==> config.mk <==
export PLATFORM = sky130hd
export DESIGN_NAME = ofifo
export DESIGN_NICKNAME = d
export VERILOG_FILES = /design/src/rtl/ofifo_pkg.sv /design/src/rtl/ofifo_col.sv /design/src/rtl/ofifo.sv
export SDC_FILE = /design/constraint.sdc
export NUM_CORES = 2
export LEC_CHECK = 0
export ABC_CLOCK_PERIOD_IN_PS = 6900
export CELL_PAD_IN_SITES_DETAIL_PLACEMENT = 2
export CELL_PAD_IN_SITES_GLOBAL_PLACEMENT = 2
export CORE_MARGIN = 1
export CORE_UTILIZATION = 25
export CTS_CLUSTER_SIZE = 16
export DETAILED_ROUTE_END_ITERATION = 6
export PLACE_DENSITY = 0.46
export SLEW_MARGIN = 20
export SYNTH_ARGS = -nofsm -noshare
export SYNTH_HDL_FRONTEND = slang
export SYNTH_SLANG_ARGS = --single-unit
export TNS_END_PERCENT = 5
==> constraint.sdc <==
create_clock -name clk -period 6.9 [get_ports clk]
set_input_delay 1.725 -clock clk [delete_from_list [all_inputs] [get_ports clk]]
set_output_delay 1.725 -clock clk [all_outputs]
set_load 0.05 [all_outputs]
==> src/rtl/ofifo_pkg.sv <==
// Shared sizing constants for the mac_row / ofifo datapath.
// Column status bundle used when gathering per-column FIFO flags.
package ofifo_pkg;

    localparam int COL          = 8;
    localparam int PSUM_BW      = 16;
    localparam int OFIFO_DEPTH  = 16;
    localparam int OFIFO_PTR_BW = 4;

    typedef struct packed {
        logic empty;
        logic full;
        logic drop;
    } col_status_t;

endpackage

==> src/rtl/ofifo_col.sv <==
// Single-column psum FIFO with a combinational head and wrap-bit pointers.
// Pops must be pre-qualified by the caller; writes into a full column are dropped.
module ofifo_col
    import ofifo_pkg::*;
#(
    parameter int psum_bw = PSUM_BW,
    parameter int depth   = OFIFO_DEPTH,
    parameter int ptr_bw  = OFIFO_PTR_BW
) (
    input  logic               clk,
    input  logic               reset,
    input  logic [psum_bw-1:0] in,
    input  logic               wr,
    input  logic               rd,
    output logic [psum_bw-1:0] out,
    output logic               empty,
    output logic               full,
    output logic               drop
);

    logic [psum_bw-1:0] mem_q [depth];
    logic [ptr_bw:0]    wptr_q, wptr_d;
    logic [ptr_bw:0]    rptr_q, rptr_d;
    logic               wr_en;
    logic               rd_en;

    always_comb begin
        empty  = (wptr_q == rptr_q);
        full   = (wptr_q[ptr_bw] != rptr_q[ptr_bw]) &&
                 (wptr_q[ptr_bw-1:0] == rptr_q[ptr_bw-1:0]);
        // Full is judged on pre-edge pointers, so a same-cycle pop never rescues a write.
        wr_en  = wr & ~full;
        rd_en  = rd & ~empty;
        drop   = wr & full;
        wptr_d = wptr_q + {{ptr_bw{1'b0}}, wr_en};
        rptr_d = rptr_q + {{ptr_bw{1'b0}}, rd_en};
    end

    always_ff @(posedge clk or negedge reset) begin
        if (!reset) begin
            wptr_q <= '0;
            rptr_q <= '0;
        end else begin
            wptr_q <= wptr_d;
            rptr_q <= rptr_d;
        end
    end

    always_ff @(posedge clk) begin
        if (wr_en) begin
            mem_q[wptr_q[ptr_bw-1:0]] <= in;
        end
    end

    assign out = mem_q[rptr_q[ptr_bw-1:0]];

endmodule

==> src/rtl/ofifo.sv <==
// Output FIFO behind mac_row: one FIFO per column absorbs the systolic skew,
// and a common pop re-aligns a full row of psums into a registered output.
module ofifo
    import ofifo_pkg::*;
#(
    parameter int col     = COL,
    parameter int psum_bw = PSUM_BW,
    parameter int depth   = OFIFO_DEPTH,
    parameter int ptr_bw  = OFIFO_PTR_BW
) (
    input  logic                   clk,
    input  logic                   reset,
    input  logic [psum_bw*col-1:0] in,
    input  logic [col-1:0]         wr,
    input  logic                   rd,
    output logic [psum_bw*col-1:0] out,
    output logic                   o_valid,
    output logic                   o_full,
    output logic                   o_ready,
    output logic                   overflow
);

    col_status_t [col-1:0]    status;
    logic [col-1:0]           empty_w;
    logic [col-1:0]           full_w;
    logic [col-1:0]           drop_w;
    logic [psum_bw*col-1:0]   head_w;
    logic [psum_bw*col-1:0]   out_q, out_d;
    logic                     overflow_q, overflow_d;
    logic                     pop;

    generate
        for (genvar gi = 0; gi < col; gi++) begin : g_col
            ofifo_col #(
                .psum_bw (psum_bw),
                .depth   (depth),
                .ptr_bw  (ptr_bw)
            ) u_col (
                .clk   (clk),
                .reset (reset),
                .in    (in[psum_bw*gi +: psum_bw]),
                .wr    (wr[gi]),
                .rd    (pop),
                .out   (head_w[psum_bw*gi +: psum_bw]),
                .empty (status[gi].empty),
                .full  (status[gi].full),
                .drop  (status[gi].drop)
            );

            assign empty_w[gi] = status[gi].empty;
            assign full_w[gi]  = status[gi].full;
            assign drop_w[gi]  = status[gi].drop;
        end
    endgenerate

    always_comb begin
        o_valid    = ~|empty_w;
        o_full     = |full_w;
        o_ready    = ~o_full;
        // A row pops only when every column has data, keeping columns in lockstep.
        pop        = rd & o_valid;
        out_d      = pop ? head_w : out_q;
        overflow_d = overflow_q | (|drop_w);
    end

    always_ff @(posedge clk or negedge reset) begin
        if (!reset) begin
            out_q      <= '0;
            overflow_q <= 1'b0;
        end else begin
            out_q      <= out_d;
            overflow_q <= overflow_d;
        end
    end

    assign out      = out_q;
    assign overflow = overflow_q;

endmodule

==> results.yml <==
power:
  finalPower_mw: 47.5
  p_per_area_nw_per_um2: 454
  leakage_nw: 33.0
  vdd_drop_max_mv: 0.267
placement:
  post-dp-hpwl_um: 138000
  dp_slack_ps: 1700
  io_buffers: 270
  gp_routability_congestion: 0.685
synth:
  yosysTopAreaCell: "edfxtp_1"
  synth_nets: 3772
  synthFlopType: "edfxtp_1"
  ys_seq_area_frac: 0.774
  synthArstFlopShare: 0.0926
  avgSynthCellArea_sq_um: 23.9
  synth_top_area_share: 0.713
  synthesis.area_sq_um: 86200
  synth_edf_count: 2048
  synthTopCellsByArea: "edfxtp_1, mux4_2, dfrtp_1"
  yosys-top-cells-count: "edfxtp_1, mux4_2, dfrtp_1, mux2_2, nor2_1"
  ys_types: 31
  synth-seq-cells: 2257
  synth_cells: 3601
  synth.most_common_cell: "edfxtp_1"
  yosysWarnings: 0
floorplan:
  core_sq_um: 343000
  ioPinCount: 271
  die_area_sq_um: 347000
  core.rowCount: 215
  start_util: 0.251
  dieWidth_um: 589
  die_h_um: 589
hold_path:
  whs_path_depth: 1
  min_from: "g_col[3].u_col.rptr_q[4]"
  hold_end: "g_col[3].u_col.rptr_q[4]"
  hold_path.class: "register to register"
job:
  cap_violations: 0
timing:
  setup_violations: 0
  layout_min_cycle_time_ps: 5860
  layout_setup_ws_ps: 1040
  maxSlewViolCount: 0
  fmaxAchievable_mhz: 171
  min_period_over_period: 0.850
  worst_pin_slew_ps: 1100
  finClkSkew_ps: 45.8
  fin_setup_tns_ps: 0
  rsz0062_at_grt: "false"
  whs_ps: 493
  relSlewSlack: 0.268
  hold_violations: 0
clock_network:
  cts-buffers-inserted: 278
  ctsHtreeMaxLevel: 5
  clk_latency_ps: 880
  cts_resized: 0
  ctsHoldBuffers: 0
  clk_pin_slew_ps: 60
  cts_tree: "built"
  clock_path_buffers: 4
  cts.sinks: 2257
  clock-root-buffer: "clkbuf_16"
  cts_setup_buffers: 0
setup_path:
  timing.rr.end: "g_col[5].u_col.rptr_q[4]"
  critPathMaxStageDelay_ps: 890
  cp_data_required_time_ps: 5180
  cp_num_buf_inv: 2
  worstPathMaxFanout: 33
  crit_family: "buffers and inverters"
  cp-end-kind: "output port"
  cp-start-kind: "register"
  cp_data_arrival_time_ps: 4140
  crit_type: "register to output port"
  rr_startpoint: "g_col[5].u_col.rptr_q[1]"
  critPathSlowestCell: "dfrtp_4"
  cp_cell_sequence: "xnor2_1 -> nand4_1 -> nand2b_1 -> nand2_1 -> or4_1 -> inv_1 -> clkdlybuf4s50_1"
  ff2ff_path_depth: 10
  r2r_slack_ps: 2760
drt:
  first_pass_iters: 5
  drt_first_iter_violations: 2272
  drt_wl_total_um: 232000
  vias: 38832
  routed_via_density: 4.36
  remaining_drc_errors: 0
  wl_per_cell_um: 26.1
  antenna_left: 0
outcome:
  status: "finished, final reports clean"
global_routing:
  grt_pass1_vias: 44003
  overflow: 0
  grt_max_degree: 91
  grt_pass1_wl_um: 336000
  antenna_found_initial: 47
  grt_use_total: 0.134
cells_and_area:
  drive_above_1_share: 0.342
  syn2layout_area_growth_pct: 21.3
  nNetsFinal: 4300
registers in the layout (all words and copies together), names as in the netlist:
name and cells:
out 128, g_col.u_col.wptr_q 40, g_col.u_col.mem_q 2048, overflow 1, g_col.u_col.rptr_q 40
worst reg2reg max path: stages, from the launching register on:
cell	delay, ps
dfrtp_2	810
xnor2_1	170
nand4_1	380
o22ai_1	200
nor4_4	650
nand2_8	440
inv_1	270
ha_1	220
ha_1	210
nand3_1	380
xnor2_1	270
layout make-up:
cell class / count / area [sq um]
multi-input combinational: 1145 / 18900
antenna: 6 / 15.0
clock buffer: 364 / 7520
fill: 33778 / 238000
tap: 4557 / 5700
timing repair buffer: 430 / 3950
clock inverter: 136 / 1610
sequential: 2257 / 66800
inverter: 17 / 63.8
worst max-delay path by stage:
stage,startpoint,end,cells past startpoint
detailed placement,g_col[6].u_col.rptr_q[0],o_ready,7
floorplan,wr[6],g_col[6].u_col.mem_q[0][0],4
global route,g_col[6].u_col.rptr_q[0],o_ready,7
finish,g_col[6].u_col.rptr_q[0],o_ready,7
global placement,g_col[6].u_col.rptr_q[0],o_ready,7
CTS,g_col[5].u_col.rptr_q[1],o_ready,7
cell usage in the layout (no fill, tap or decap), types with 22 or more instances in the layout:
cell type,synthesis,final
bufinv_16,0,22
nand3_1,40,40
buf_4,48,157
mux2_2,98,98
edfxtp_1,2048,2048
ha_1,32,32
clkinv_2,0,38
nor2_2,0,87
xor2_1,24,24
mux2_4,30,30
nor3_2,0,30
xnor2_1,64,64
nand2b_1,24,24
dfrtp_1,209,191
clkdlybuf4s50_1,0,269
clkbuf_1,42,64
mux4_2,640,640
clkinv_1,0,34
clkbuf_16,0,280
per-stage QoR:
step	instance area, sq um	util	cells
floorplan	86200	-	3601
global placement	95300	0.278	8405
detailed placement	95300	0.278	8405
CTS	104000	0.305	8905
global route	105000	0.305	8909
finish	105000	0.305	8912
metal layers:
layer  GRT usage  vias to the layer above  routed length [um]
li1            -                    16298                   -
met1       0.179                    21497              104000
met2       0.220                      647              112000
met3      0.0278                      362               10000
met4      0.0356                       28                6070
met5           0                        -                 175
cell families after synthesis:
logic type,Yosys count,share of synthesized area
adders and majority gates,32,0.00464
AOI/OAI and AO/OA,8,0.000624
DFF,2257,0.774
xor gates and xnor gates,88,0.00894
and+or+nand+nor,249,0.0145
buffers and inverters,199,0.0119
muxes,768,0.185
power by group:
| part | total, mW | switching [mW] | internal (mW) |
|---|---|---|---|
| registers | 18.0 | 1.11 | 16.9 |
| clock network | 14.6 | 6.02 | 8.60 |
| logic | 14.9 | 8.20 | 6.67 |
(Power assumes the default switching activity.)
